File: src/rtl/float_result_buffer.sv
// rtl/float_result_buffer.sv - sanitising writeback FIFO with sticky FP exception flags
module float_result_buffer #(
  parameter int DEPTH = 4,
  parameter int RD_W  = 5
) (
  input  logic                     clk,
  input  logic                     rst,
  input  logic                     in_valid,
  output logic                     in_ready,
  input  logic [3:0]               in_alu_op,
  input  logic [RD_W-1:0]          in_rd,
  input  logic [31:0]              in_result,
  input  logic                     in_cmp,
  output logic                     out_valid,
  input  logic                     out_ready,
  output logic [RD_W-1:0]          out_rd,
  output logic [31:0]              out_data,
  output logic                     out_is_cmp,
  output logic [2:0]               flags,
  input  logic                     flags_clear,
  output logic [$clog2(DEPTH):0]   count
);

  localparam int AW = $clog2(DEPTH);
  localparam int CW = AW + 1;
  localparam logic [CW-1:0] FULL = CW'(DEPTH);

  logic [31:0]    mem_data [DEPTH];
  logic [RD_W-1:0] mem_rd  [DEPTH];
  logic           mem_cmp  [DEPTH];
  logic [AW-1:0]  rd_ptr;
  logic [AW-1:0]  wr_ptr;

  logic        op_cmp;
  logic        op_fp;
  logic        accept;
  logic        push;
  logic        pop;
  logic [31:0] san_data;
  logic [2:0]  set_bits;
  logic [7:0]  exp_f;
  logic [22:0] man_f;

  assign exp_f     = in_result[30:23];
  assign man_f     = in_result[22:0];
  assign op_cmp    = (in_alu_op == 4'd6) || (in_alu_op == 4'd7) || (in_alu_op == 4'd8);
  assign op_fp     = (in_alu_op >= 4'd1) && (in_alu_op <= 4'd5);

  assign in_ready  = (count != FULL);
  assign out_valid = (count != '0);
  assign accept    = in_valid && in_ready;
  assign push      = accept && (op_cmp || op_fp);
  assign pop       = out_valid && out_ready;

  // Zero exponent flushes before the all-ones check; only a nonzero mantissa counts as underflow.
  always_comb begin
    san_data = in_result;
    set_bits = 3'b000;
    if (op_cmp) begin
      san_data = {31'b0, in_cmp};
    end else if (op_fp) begin
      if (exp_f == 8'h00) begin
        san_data    = 32'h0000_0000;
        set_bits[0] = (man_f != 23'b0);
      end else if (exp_f == 8'hFF) begin
        san_data    = {in_result[31], 8'hFF, 23'b0};
        set_bits[1] = 1'b1;
      end
    end else begin
      set_bits[2] = 1'b1;
    end
    if (!accept) set_bits = 3'b000;
  end

  always_ff @(posedge clk) begin
    if (rst) begin
      rd_ptr <= '0;
      wr_ptr <= '0;
      count  <= '0;
      flags  <= 3'b000;
      for (int i = 0; i < DEPTH; i++) begin
        mem_data[i] <= '0;
        mem_rd[i]   <= '0;
        mem_cmp[i]  <= 1'b0;
      end
    end else begin
      if (push) begin
        mem_data[wr_ptr] <= san_data;
        mem_rd[wr_ptr]   <= in_rd;
        mem_cmp[wr_ptr]  <= op_cmp;
        wr_ptr           <= wr_ptr + 1'b1;
      end
      if (pop) rd_ptr <= rd_ptr + 1'b1;
      case ({push, pop})
        2'b10:   count <= count + 1'b1;
        2'b01:   count <= count - 1'b1;
        default: count <= count;
      endcase
      // A new event wins over a same-cycle clear.
      flags <= (flags_clear ? 3'b000 : flags) | set_bits;
    end
  end

  assign out_rd     = mem_rd[rd_ptr];
  assign out_data   = mem_data[rd_ptr];
  assign out_is_cmp = mem_cmp[rd_ptr];

endmodule

File: config.mk
export PLATFORM = sky130hd
export DESIGN_NAME = float_result_buffer
export DESIGN_NICKNAME = d
export VERILOG_FILES = /design/src/rtl/float_result_buffer.sv
export SDC_FILE = /design/constraint.sdc
export NUM_CORES = 1
export LEC_CHECK = 0
export BUFFER_PORTS_ARGS = -buffer_cell sky130_fd_sc_hd__buf_2
export CORE_MARGIN = 1
export CORE_UTILIZATION = 58
export DETAILED_ROUTE_END_ITERATION = 7
export GPL_TIMING_DRIVEN = 1
export HOLD_SLACK_MARGIN = 0.03
export PLACE_DENSITY_LB_ADDON = 0.25
export SETUP_SLACK_MARGIN = 0.05
export SLEW_MARGIN = 20
export SYNTH_ARGS = -nofsm -noshare
export SYNTH_HDL_FRONTEND = slang
export SYNTH_SLANG_ARGS = --single-unit
File: constraint.sdc
create_clock -name clk -period 3 [get_ports clk]
set_input_delay 0.6 -clock clk [delete_from_list [all_inputs] [get_ports clk]]
set_output_delay 0.6 -clock clk [all_outputs]
set_load 0.02 [all_outputs]
# ---- After elaboration in Yosys (flattened, before gate mapping)
# Memory sizes are Yosys's and may differ from the RTL's. A register that Yosys moved wholly into a read port is not among the register bits.
# Cells that the tools add are included.
dict set report word_totals {
  out_inout_bits 46
  register_bits 10
  ramBits 152
  inputBits 47
  memories 3
  elab_cells 68
}
dict set report classes {
  n_addsub 4
  reduce_logical 14
  n_eq_ne 7
  muxes 33
  n_lt_le_gt_ge 2
  bitwise 1
}
# memory depth word_bits read_ports rd_clocked_by_memory_dff write_ports line_no
set memory_table {}
lappend memory_table {mem_data 4 32 1 1 4 28} ;# logic [31:0] mem_data [DEPTH];
lappend memory_table {mem_rd 4 5 1 1 4 29} ;# logic [RD_W-1:0] mem_rd [DEPTH];
lappend memory_table {mem_cmp 4 1 1 1 4 30} ;# logic mem_cmp [DEPTH];
# operator count
set ops {}
lappend ops {{2-to-1 mux 32 bit} 4}
lappend ops {{OR reduction 32 bit} 1}
lappend ops {{2-to-1 mux 31 bit} 1}
lappend ops {{nonzero test 23 bit} 1}
lappend ops {{2-to-1 mux 2 bit} 10}
lappend ops {{2-to-1 mux 1 bit} 13}
lappend ops {{2-to-1 mux 3 bit} 3}
lappend ops {{== test 4 x 3 -> 1 bit (second input constant)} 2}
lappend ops {{== test 8 bit (second input constant)} 1}
lappend ops {{logical NOT 8 bit} 1}
lappend ops {{case mux 3 bit (2 select lines)} 1}
lappend ops {{2-to-1 mux 5 bit} 1}
lappend ops {{OR reduction 5 bit} 1}
lappend ops {{adder 2 x 1 -> 2 bit (second input constant)} 2}
lappend ops {{== test 4 bit (second input constant)} 1}
lappend ops {{>= comparator 4 x 1 -> 1 bit (second input constant)} 1}
lappend ops {{less-or-equal comparator 4 x 3 -> 1 bit (second input constant)} 1}
lappend ops {{logical AND 1 bit} 4}
lappend ops {{adder 3 x 1 -> 3 bit (second input constant)} 1}
lappend ops {{logical OR 1 bit} 3}
lappend ops {{!= test 3 bit (second input constant)} 1}
lappend ops {{bitwise OR 3 bit} 1}
lappend ops {{nonzero test 3 bit} 1}
lappend ops {{subtractor 3 x 1 -> 3 bit (second input constant)} 1}
lappend ops {{4 further kinds} 4}

# ---- Depth between registers and ports, before layout
# Gate-level depths: netlist of the first run.
dict set report logic_depth {
  ltp_word 10
  depth_mapped 10
  ltp_nobuf 9
}

# ---- Worst setup path before layout of the first run
# OpenSTA, ideal clock, no wires.
dict set report synth_timing {
  kind {register to register}
  startpoint {reg count[2]}
  endpoint {mem mem_cmp[0], enable pin}
  setup_time_ns 0.517
  arrival_time_ns 2.296
  required_ns 2.483
  n_path_buf 3
  period_less_slack_ns 2.813
  stages_incl_launch_ff 8
  slack_ns 0.187
  cell_sequence {dfxtp_1 -> or3b_1 -> and2_1 -> buf_6 -> nand4_2 -> buf_6 -> buf_6 -> nand2_1}
}
# element line_no
set synth_rtl {}
lappend synth_rtl {{start: declaration} 21} ;# output logic [$clog2(DEPTH):0] count
lappend synth_rtl {{start signal: assignment} 95} ;# 2'b10: count <= count + 1'b1;
lappend synth_rtl {{start signal: assignment} 96} ;# 2'b01: count <= count - 1'b1;
lappend synth_rtl {{start signal: assignment} 97} ;# default: count <= count;
lappend synth_rtl {{end: declaration} 30}

==> results.md, run 1 <==
- Gpl congestion: 0.781
- Vias: 4823
- Switching part of the total power: 27.3%
- Number of DRC markers after the initial detailed-route iteration: 434
- Final layout net count: 645
- Clock network power share: 35.4%
- Area of the mapped netlist: 0.00744 mm2
- Simple logic cell fraction of the synthesized area: 17.0%
- Fraction of registers with async set or reset after synthesis: 0%
- CTS Buf Count: 17
- Power Internal: 0.00469 W
- Width of the die: 115 um
- Result of the run: finished, final reports clean
- Synth Net Count: 557
- Avg Synthesized Cell Area: 14.6 um2
- Ratio of cells with drive above 1 in the final layout: 33.2%
- Worst clock skew: 6.40 ps
- Most frequent standard cell in the layout excluding fill and tap cells: sky130_fd_sc_hd__edfxtp_1
- Placeable core region: 0.0126 mm2
- Total of buffers placed on input and output ports: 92
- Worst rel slew slack: 63.1%
- Multiplexer fraction of the synthesized cell area: 11.6%
- Clock network latency to the later pin of the worst-skew pair: 430 ps
- TritonCTS clock tree: done
- Sequential cell fraction of total power: 42.9%
- Switching Power: 0.00176 W
- Path class of the lowest-slack min-delay path: flip-flop to flip-flop
- Number of endpoints with negative hold slack in the final report: 0
- Overall die area: 0.0133 mm2
- Hold_ws: 486 ps
- Max cap viols: 0
- Number of setup violations in the final report: 0
- Post-cts gate resize count: 0
- Number of cell instances on the worst register-to-register path: 9
- Part of the Yosys area used for sequential elements: 64.6%
- Highest-count cells in the layout ignoring fill and taps: sky130_fd_sc_hd__edfxtp_1, sky130_fd_sc_hd__buf_2, sky130_fd_sc_hd__nor3_1, sky130_fd_sc_hd__nor2_1, sky130_fd_sc_hd__mux4_2
- Global-route wire length before repair: 26.0 mm
- P_leak: 3.28 nW
- Dominant combinational cell family by area after synthesis: simple AND/OR/NAND/NOR gates
- Number of warnings issued by yosys: 0
- Minimum clock period: 2710 ps
- Via count of the first global-routing pass: 4737
- Setup TNS after final layout: 0 ps
- Kind of start point of the critical path: flip-flop
- Number of enable-type register cells in the synthesized netlist: 152
- Critical path class: flip-flop to output pin
- Main synth FF type: sky130_fd_sc_hd__edfxtp_1
- Critical path required time: 2400 ps
- Number of antenna violations at the first check in global routing: 0
- Routed Wire Length: 16.8 mm
- Total half-perimeter wirelength after legalization and detailed placement: 10.0 mm
- Count of cell types in the netlist: 43
- Post-synthesis adder-cell area fraction: 0.437%
- Number of standard cells after synthesis: 508
- Worst-case register-to-register setup slack: 440 ps
- VDD IR max: 485 uV
- CP Capture Type: output pin
- Clock slew at reported path FFs: 60 ps
- Routed Antenna Nets: 0
- Overall power of the completed layout: 0.00645 W
- DRC viols: 0
- Number of setup buffers added after CTS: 0
- Effective utilization at floorplan: 59.2%
- Longest Clk Path Bufs: 2
- Share of the cycle needed by the critical path after routing: 90.2%
- Average detailed-routed wire length per instance: 21.6 um
- FF+latch count, synth: 164
- Antenna diode count: 0
- Root Driver: sky130_fd_sc_hd__clkbuf_16
- Detailed Routing Iterations Pass 1: 5
- Hold Buf Count CTS: 0
- H-tree levels: 4
- Row count: 41
- Number of top-level pins: 93
- Maximum number of pins on one net before global-route repair: 93
- Detailed-route vias per instance: 6.18
- Combinational cell fraction of total power: 21.7%
- RSZ-0062 raised after global routing: false
- R2r startpoint: count[2]
- Xor and xnor area share after synthesis: 0.807%
- Clock Sinks: 164
- Max frequency: 370 MHz
- WP data arrival: 2110 ps
- Overflow left after global routing: 0
- Max-slew violations: 0
- Compound-cell area share of the yosys netlist: 1.28%
- Power per unit of standard cell area: 742 mW/mm2
- Max Fanout on Critical Path: 12
- Worst slew pin tran: 554 ps
- Layout overhead on the synthesized area: 16.8%
- FF-to-FF End: count[2]
- Vertical die dimension: 115 um
- GRT Util Overall: 27.4%
- CP Capture Point: out_data[0]
[registers in the layout, indices dropped and copies added, names as in the netlist, named ones only]
register and flops:
mem_data 128, rd_ptr 2, count 3, wr_ptr 2, mem_cmp 4, mem_rd 20, flags 3
[critical path, stage by stage (launching register included)]
cell	delay [ps]
sky130_fd_sc_hd__dfxtp_2	580
sky130_fd_sc_hd__buf_4	360
sky130_fd_sc_hd__mux4_2	560
sky130_fd_sc_hd__buf_2	180
[cell families after synthesis]
kind of cell    count (synthesis)
compound gates                 15
buf+inv                        52
flops                         164
mux                            39
fa+ha+maj                       2
xor+xnor                        6
simple gates                  230
[worst min path at each step]
stage	cells past startpoint	slack (ps)	endpoint	startpoint
5_1_grt	4	500	flags[1]	flags_clear
2_1_floorplan	2	470	wr_ptr[1]	wr_ptr[1]
3_5_place_dp	2	470	flags[1]	flags[1]
6_report	2	490	flags[1]	flags[1]
3_3_place_gp	2	460	flags[0]	flags[0]
4_1_cts	4	480	flags[1]	flags_clear
[power by group through the flow]
stage | logic, W | clock network (W) | registers (W)
6_report | 0.00140 | 0.00228 | 0.00276
3_3_place_gp | 0.00138 | 0 | 0.00280
2_1_floorplan | 0.000998 | 0 | 0.00277
5_1_grt | 0.00150 | 0.00239 | 0.00278
3_5_place_dp | 0.00140 | 0 | 0.00281
4_1_cts | 0.00141 | 0.00229 | 0.00277
[cell usage after synthesis, types with 2 or more instances]
| library cell | n | area [um2] |
|---|---|---|
| sky130_fd_sc_hd__nand2_1 | 40 | 150 |
| sky130_fd_sc_hd__nor4bb_2 | 10 | 163 |
| sky130_fd_sc_hd__mux4_2 | 38 | 856 |
| sky130_fd_sc_hd__inv_1 | 10 | 37.5 |
| sky130_fd_sc_hd__nor2_1 | 70 | 263 |
| sky130_fd_sc_hd__buf_2 | 20 | 100 |
| sky130_fd_sc_hd__nand4_2 | 2 | 25.0 |
| sky130_fd_sc_hd__a21oi_1 | 5 | 25.0 |
| sky130_fd_sc_hd__dfxtp_1 | 12 | 240 |
| sky130_fd_sc_hd__buf_6 | 11 | 124 |
| sky130_fd_sc_hd__nor4bb_1 | 12 | 120 |
| sky130_fd_sc_hd__o21ai_0 | 4 | 20.0 |
| sky130_fd_sc_hd__xor2_1 | 4 | 35.0 |
| sky130_fd_sc_hd__clkbuf_1 | 7 | 26.3 |
| sky130_fd_sc_hd__nor4_1 | 7 | 43.8 |
| sky130_fd_sc_hd__nor3_1 | 71 | 355 |
| sky130_fd_sc_hd__edfxtp_1 | 152 | 4560 |
| sky130_fd_sc_hd__nand4_1 | 3 | 18.8 |
| sky130_fd_sc_hd__or3_1 | 4 | 25.0 |
| sky130_fd_sc_hd__buf_4 | 3 | 22.5 |
[layer usage]
metal / vias to the layer above / routed length, um / global-route usage (%)
li1: 2136 / - / -
met4: 0 / 292 / 12.2
met2: 232 / 8760 / 44.0
met3: 25 / 1250 / 5.43
met1: 2430 / 6550 / 36.6
met5: - / 0 / 0
[stage by stage]
stage	utilization, %	setup slack, ps	instance area (um2)	instances
after floorplan	-	187	7440	508
after global placement	64.2	400	8070	749
after detailed placement	64.2	284	8070	749
after CTS	69.1	251	8690	781
after global routing	69.1	177	8690	781
final	69.1	294	8690	781
[final cells by class]
type	count	area [um2]
fill	877	3880
clock inverter	10	155
clock buffer	22	464
tap	172	215
inverter	10	37.5
multi-input combinational	292	2350
sequential	164	4810
timing repair buffer	111	666
No activity file was read; power rests on OpenSTA's default activity.
==> run 2, diff against run 1 <==
--- a/config.mk
+++ b/config.mk
@@ -8,12 +8,13 @@
 export BUFFER_PORTS_ARGS = -buffer_cell sky130_fd_sc_hd__buf_2
 export CORE_MARGIN = 1
 export CORE_UTILIZATION = 58
+export CTS_BUF_LIST = sky130_fd_sc_hd__clkbuf_16
 export DETAILED_ROUTE_END_ITERATION = 7
 export GPL_TIMING_DRIVEN = 1
 export HOLD_SLACK_MARGIN = 0.03
-export PLACE_DENSITY_LB_ADDON = 0.25
+export PLACE_DENSITY = 0.88
 export SETUP_SLACK_MARGIN = 0.05
-export SLEW_MARGIN = 20
+export SLEW_MARGIN = 30
 export SYNTH_ARGS = -nofsm -noshare
 export SYNTH_HDL_FRONTEND = slang
 export SYNTH_SLANG_ARGS = --single-unit
==> run 2 against run 1 <==
Register-to-register slack about the same. Cell area shrank 0.81%. Fmax up 5.9%.
==> results.md, run 2 (synthesis gave the netlist of run 1 again) <==
- Result of the run: finished, final reports clean (unchanged)
- Max frequency: 391 MHz (was 370 MHz)
- Clock Sinks: 164 (unchanged)
- Max-slew violations: 0 (unchanged)
- Maximum number of pins on one net before global-route repair: 93 (unchanged)
- Overall die area: 0.0133 mm2 (unchanged)
- Worst slew pin tran: 549 ps (was 554 ps)
- TritonCTS clock tree: done (unchanged)
- Met2 capacity usage during global routing: 45.7% (was 44.0%)
- Clock network power share: 34.2% (was 35.4%)
- Worst clock skew: 7.84 ps (was 6.40 ps)
- Minimum clock period: 2560 ps (was 2710 ps)
- Sequential standard cell area: 0.00481 mm2 (unchanged)
- Routed Wire Length: 17.0 mm (was 16.8 mm)
- Longest Clk Path Bufs: 2 (unchanged)
- Effective utilization at floorplan: 59.2% (unchanged)
- Path class of the lowest-slack min-delay path: flip-flop to flip-flop (unchanged)
- H-tree levels: 4 (unchanged)
- Combinational cell fraction of total power: 22.4% (was 21.7%)
- Antenna diode count: 0 (unchanged)
- Total half-perimeter wirelength after legalization and detailed placement: 9.86 mm (was 10.0 mm)
- Met3 usage in global routing: 5.43% (unchanged)
- Max cap viols: 0 (unchanged)
- Layer carrying the most global-route usage: met2 (unchanged)
- DRC viols: 0 (unchanged)
- Highest-count cells in the layout ignoring fill and taps: sky130_fd_sc_hd__edfxtp_1, sky130_fd_sc_hd__buf_2, sky130_fd_sc_hd__nor3_1, sky130_fd_sc_hd__nor2_1, sky130_fd_sc_hd__mux4_2 (unchanged)
- Vertical die dimension: 115 um (unchanged)
- Clock slew at reported path FFs: 60 ps (about the same)
- Worst rel slew slack: 63.4% (was 63.1%)
- Final layout net count: 643 (was 645)
- Cell Count, Final, Fillers Out: 779 (was 781)
- Gpl congestion: 0.843 (was 0.781)
- Placeable core region: 0.0126 mm2 (unchanged)
- Number of setup violations in the final report: 0 (unchanged)
- Hold Buf Count CTS: 0 (unchanged)
- Detailed Routing Iterations Pass 1: 5 (unchanged)
- Multi-input gate area: 0.00235 mm2 (unchanged)
- Number of endpoints with negative hold slack in the final report: 0 (unchanged)
- CP Capture Type: flip-flop (was output pin)
- Root Driver: sky130_fd_sc_hd__clkbuf_16 (unchanged)
- Layout overhead on the synthesized area: 15.9% (was 16.8%)
- Most frequent standard cell in the layout excluding fill and tap cells: sky130_fd_sc_hd__edfxtp_1 (unchanged)
- Switching Power: 0.00177 W (was 0.00176 W)
- Switching part of the total power: 28.0% (was 27.3%)
- Number of top-level pins: 93 (unchanged)
- Number of setup buffers added after CTS: 0 (unchanged)
- Width of the die: 115 um (unchanged)
- Sequential cell fraction of total power: 43.4% (was 42.9%)
- GRT Util Overall: 26.9% (was 27.4%)
- Number of DRC markers after the initial detailed-route iteration: 521 (was 434)
- Number of antenna violations at the first check in global routing: 0 (unchanged)
- Kind of start point of the critical path: flip-flop (unchanged)
- CTS Buf Count: 17 (unchanged)
- Average detailed-routed wire length per instance: 21.8 um (was 21.6 um)
- Met1 GRT Util: 33.6% (was 36.6%)
- Overflow left after global routing: 0 (unchanged)
- VDD IR max: 570 uV (was 485 uV)
- Global-route wire length before repair: 26.0 mm (unchanged)
- Biggest register: mem_data (unchanged)
- Share of the cycle needed by the critical path after routing: 85.2% (was 90.2%)
- WP data arrival: 2910 ps (was 2110 ps)
- Ratio of cells with drive above 1 in the final layout: 32.8% (was 33.2%)
- Inst Count DP: 747 (was 749)
- Vias: 4896 (was 4823)
- Clock network latency to the later pin of the worst-skew pair: 420 ps (was 430 ps)
- Filler Cell Count: 755 (was 877)
- Flip-flop count of the largest register after layout: 128 (unchanged)
- Critical path class: flip-flop to flip-flop (was flip-flop to output pin)
- RSZ-0062 raised after global routing: false (unchanged)
- Row count: 41 (unchanged)
- Top Registers: mem_data (128), mem_rd (20), mem_cmp (4) (unchanged)
- Power per unit of standard cell area: 731 mW/mm2 (was 742 mW/mm2)
- Total of buffers placed on input and output ports: 92 (unchanged)
- Detailed-route vias per instance: 6.28 (was 6.18)
- Max Fanout on Critical Path: 7 (was 12)
- Critical path required time: 3350 ps (was 2400 ps)
- Power Internal: 0.00454 W (was 0.00469 W)
- Routed Antenna Nets: 0 (unchanged)
- P_leak: 3.24 nW (was 3.28 nW)
- Post-cts gate resize count: 0 (unchanged)
- Setup TNS after final layout: 0 ps (unchanged)
- Via count of the first global-routing pass: 4905 (was 4737)
- Overall power of the completed layout: 0.00630 W (was 0.00645 W)
==> run 2: cell type report <==
class / count / area share, %
clock buffers: 17 / 4.93
clock inverters: 15 / 1.90
inverters: 10 / 0.435
multi-input cells: 292 / 27.2
flip-flops and latches: 164 / 55.8
well taps: 172 / 2.50
repair buffers: 109 / 7.26
==> run 2: through the flow <==
| stage | utilization, % | setup slack [ps] | area [um2] | hold slack (ps) |
|---|---|---|---|---|
| 6_report | 68.6 | 444 | 8620 | 501 |
| 4_1_cts | 68.6 | 417 | 8620 | 495 |
| 3_3_place_gp | 63.9 | 404 | 8030 | 468 |
| 2_1_floorplan | - | 187 | 7440 | 471 |
| 5_1_grt | 68.6 | 238 | 8620 | 525 |
| 3_5_place_dp | 63.9 | 281 | 8030 | 476 |
==> run 2: path summary, 6_finish.rpt <==
kind                                from       end  slack (ps)  cells past startpoint
worst max-delay path            count[2]  count[2]         440                      9
worst min-delay path            flags[2]  flags[2]         500                      2
worst max register to register  count[2]  count[2]         440                      9
worst min register to register  flags[2]  flags[2]         500                      2
==> run 2: worst max-delay path, cell delays in order, from the launching register on <==
cell and delay, ps:
sky130_fd_sc_hd__dfxtp_1 410, sky130_fd_sc_hd__or3b_1 410, sky130_fd_sc_hd__and2_1 290, sky130_fd_sc_hd__nand2_1 120, sky130_fd_sc_hd__ha_1 200, sky130_fd_sc_hd__inv_1 70, sky130_fd_sc_hd__fa_1 390, sky130_fd_sc_hd__xor2_1 160
sky130_fd_sc_hd__or3_1 310, sky130_fd_sc_hd__a21oi_1 140
==> run 2: metal layers <==
| metal | wire, um | part of all wire [%] |
|---|---|---|
| met1 | 6130 | 36 |
| met2 | 8840 | 52 |
| met3 | 1440 | 8.5 |
| met4 | 572 | 3.4 |
| met5 | 0 | 0 |
==> run 2: power groups by stage <==
stage                     combinational, W  sequential (W)  clock, W
after floorplan                   0.000998         0.00277         0
after global placement             0.00137         0.00276         0
after detailed placement           0.00140         0.00278         0
after CTS                          0.00142         0.00274   0.00216
after global routing               0.00150         0.00275   0.00224
final                              0.00141         0.00274   0.00216
==> run 3, diff against run 2 <==
--- a/config.mk
+++ b/config.mk
@@ -5,14 +5,14 @@
 export SDC_FILE = /design/constraint.sdc
 export NUM_CORES = 1
 export LEC_CHECK = 0
-export BUFFER_PORTS_ARGS = -buffer_cell sky130_fd_sc_hd__buf_2
 export CORE_MARGIN = 1
-export CORE_UTILIZATION = 58
+export CORE_UTILIZATION = 63
 export CTS_BUF_LIST = sky130_fd_sc_hd__clkbuf_16
 export DETAILED_ROUTE_END_ITERATION = 7
+export DONT_BUFFER_PORTS = 1
 export GPL_TIMING_DRIVEN = 1
 export HOLD_SLACK_MARGIN = 0.03
-export PLACE_DENSITY = 0.88
+export PLACE_DENSITY = 0.87
 export SETUP_SLACK_MARGIN = 0.05
 export SLEW_MARGIN = 30
 export SYNTH_ARGS = -nofsm -noshare
==> run 3 against run 2 <==
Non-clock buffer count is 91 lower. Sequential share of layout area is 3.1 points higher. Sequential power hardly changed. Die area is 7.8% lower. Cell count is 15% lower.
==> results.md, run 3 (synthesis gave the netlist of run 1 again) <==
- Result of the run: finished, final reports clean (unchanged)
- Number of setup violations in the final report: 0 (unchanged)
- TritonCTS clock tree: done (unchanged)
- Met2 capacity usage during global routing: 46.3% (was 45.7%)
- Clock network power share: 35.1% (was 34.2%)
- Clock Sinks: 164 (unchanged)
- Met1 GRT Util: 36.8% (was 33.6%)
- Flip-flop count of the largest register after layout: 128 (unchanged)
- Antenna diode count: 0 (unchanged)
- Number of top-level pins: 93 (unchanged)
- Sequential cell fraction of total power: 45.4% (was 43.4%)
- Layout overhead on the synthesized area: 9.71% (was 15.9%)
- WP data arrival: 3160 ps (was 2910 ps)
- Max cap viols: 0 (unchanged)
- CTS Buf Count: 17 (unchanged)
- Switching part of the total power: 27.8% (was 28.0%)
- Max Fanout on Critical Path: 7 (unchanged)
- Via count of the first global-routing pass: 4836 (was 4905)
- Worst rel slew slack: 48.3% (was 63.4%)
- Switching Power: 0.00169 W (was 0.00177 W)
- Root Driver: sky130_fd_sc_hd__clkbuf_16 (unchanged)
- Average detailed-routed wire length per instance: 26.0 um (was 21.8 um)
- Routed Antenna Nets: 0 (unchanged)
- Post-cts gate resize count: 0 (unchanged)
- Gpl congestion: 0.766 (was 0.843)
- Fraction of the core area covered by cells at the end of the flow: 71.2% (was 68.6%)
- Crit-path cells: or3b_1 > and2_1 > nand2_1 > ha_1 > inv_1 > fa_1 > xor2_1 > or3_1 > a21oi_1 (unchanged)
- Placeable core region: 0.0115 mm2 (was 0.0126 mm2)
- RSZ-0062 raised after global routing: false (unchanged)
- Clock slew at reported path FFs: 60 ps (about the same)
- Top Registers: mem_data (128), mem_rd (20), mem_cmp (4) (unchanged)
- Effective utilization at floorplan: 64.9% (was 59.2%)
- Share of the cycle needed by the critical path after routing: 93.6% (was 85.2%)
- Vias: 4579 (was 4896)
- CP max-delay cell: sky130_fd_sc_hd__or3b_1 (was sky130_fd_sc_hd__dfxtp_1)
- Filler Cell Count: 646 (was 755)
- Top delay family on crit path: simple AND/OR/NAND/NOR gates (unchanged)
- Longest Clk Path Bufs: 2 (unchanged)
- Met3 usage in global routing: 10.3% (was 5.43%)
- Final layout net count: 552 (was 643)
- Combinational cell fraction of total power: 19.5% (was 22.4%)
- Clock network latency to the later pin of the worst-skew pair: 430 ps (was 420 ps)
- VDD IR max: 495 uV (was 570 uV)
- Largest stage delay on the critical path: 520 ps (was 410 ps)
- Critical path class: flip-flop to flip-flop (unchanged)
- Ratio of cells with drive above 1 in the final layout: 20.7% (was 32.8%)
- Overflow left after global routing: 0 (unchanged)
- Row count: 39 (was 41)
- Critical path required time: 3350 ps (about the same)
- Width of the die: 111 um (was 115 um)
- Vertical die dimension: 111 um (was 115 um)
- Most frequent standard cell in the layout excluding fill and tap cells: sky130_fd_sc_hd__edfxtp_1 (unchanged)
- Detailed Routing Iterations Pass 1: 7 (was 5)
- Total half-perimeter wirelength after legalization and detailed placement: 9.67 mm (was 9.86 mm)
- Max-slew violations: 0 (unchanged)
- Power per unit of standard cell area: 746 mW/mm2 (was 731 mW/mm2)
- Number of endpoints with negative hold slack in the final report: 0 (unchanged)
- Total of buffers placed on input and output ports: 0 (was 92)
- Power Internal: 0.00439 W (was 0.00454 W)
- Worst slew pin tran: 768 ps (was 549 ps)
- Setup TNS after final layout: 0 ps (unchanged)
- CP Capture Type: flip-flop (unchanged)
- GRT Util Overall: 29.4% (was 26.9%)
- DRC viols: 0 (unchanged)
- Overall die area: 0.0122 mm2 (was 0.0133 mm2)
- Hold Buf Count CTS: 0 (unchanged)
- Max frequency: 356 MHz (was 391 MHz)
- Biggest register: mem_data (unchanged)
- Routed Wire Length: 17.1 mm (was 17.0 mm)
- Number of antenna violations at the first check in global routing: 0 (unchanged)
- Path class of the lowest-slack min-delay path: primary input to flip-flop (was flip-flop to flip-flop)
- Sum of buffers and inverters on the critical path: 1 (unchanged)
- Number of DRC markers after the initial detailed-route iteration: 620 (was 521)
- H-tree levels: 4 (unchanged)
- Highest-count cells in the layout ignoring fill and taps: sky130_fd_sc_hd__edfxtp_1, sky130_fd_sc_hd__nor3_1, sky130_fd_sc_hd__nor2_1, sky130_fd_sc_hd__mux4_2, sky130_fd_sc_hd__nand2_1 (was sky130_fd_sc_hd__edfxtp_1, sky130_fd_sc_hd__buf_2, sky130_fd_sc_hd__nor3_1, sky130_fd_sc_hd__nor2_1, sky130_fd_sc_hd__mux4_2)
- Detailed-route vias per instance: 6.95 (was 6.28)
- Worst clock skew: 10.4 ps (was 7.84 ps)
- Maximum number of pins on one net before global-route repair: 45 (was 93)
- Kind of start point of the critical path: flip-flop (unchanged)
- Global-route wire length before repair: 26.5 mm (was 26.0 mm)
- Number of setup buffers added after CTS: 0 (unchanged)
- P_leak: 2.88 nW (was 3.24 nW)
- Layer carrying the most global-route usage: met2 (unchanged)
- Minimum clock period: 2810 ps (was 2560 ps)
## run 3: cell types whose count changed in the layout (fill, tap and decap cells not counted), sizes merged
| cell | delta |
|---|---|
| inv | +4 |
| buf | -91 |
| clkinv | -4 |
## run 3: worst paths after layout
kind             start        end  slack, ps  cells after the start
max           count[2]   count[2]        190                      9
min                rst   count[2]        240                      1
max reg2reg   count[2]   count[2]        190                      9
min reg2reg  rd_ptr[1]  flip-flop        530                      2
## run 3: layer usage
| layer | wire [um] | part of all wire, % |
|---|---|---|
| met1 | 6020 | 35 |
| met2 | 8640 | 50 |
| met3 | 2000 | 12 |
| met4 | 488 | 2.8 |
| met5 | 0 | 0 |
## run 3: power groups by stage
stage               combinational, W  clock (W)  sequential (W)
floorplan                   0.000998          0         0.00277
global placement             0.00116          0         0.00279
detailed placement           0.00119          0         0.00280
CTS                          0.00120    0.00213         0.00276
global route                 0.00126    0.00222         0.00278
finish                       0.00119    0.00214         0.00276
## run 3: stage by stage
stage | instance area, um2 | power [W] | instances | setup slack [ps] | hold slack, ps
final | 8160 | 0.00609 | 659 | 193 | 244
after CTS | 8160 | 0.00609 | 659 | 211 | 234
after global placement | 7580 | 0.00395 | 627 | 339 | 488
after floorplan | 7440 | 0.00376 | 508 | 187 | 471
after global routing | 8160 | 0.00626 | 659 | 57.0 | 226
after detailed placement | 7580 | 0.00399 | 627 | 226 | 511
## run 3: area by class of cell
type | count | area (um2) | share of cell area (%)
Sequential cell | 164 | 4810 | 58.9
Multi-Input combinational cell | 292 | 2350 | 28.8
Clock buffer | 17 | 425 | 5.21
Timing Repair Buffer | 18 | 210 | 2.58
Tap cell | 143 | 179 | 2.19
Clock inverter | 15 | 154 | 1.89
Inverter | 10 | 37.5 | 0.460
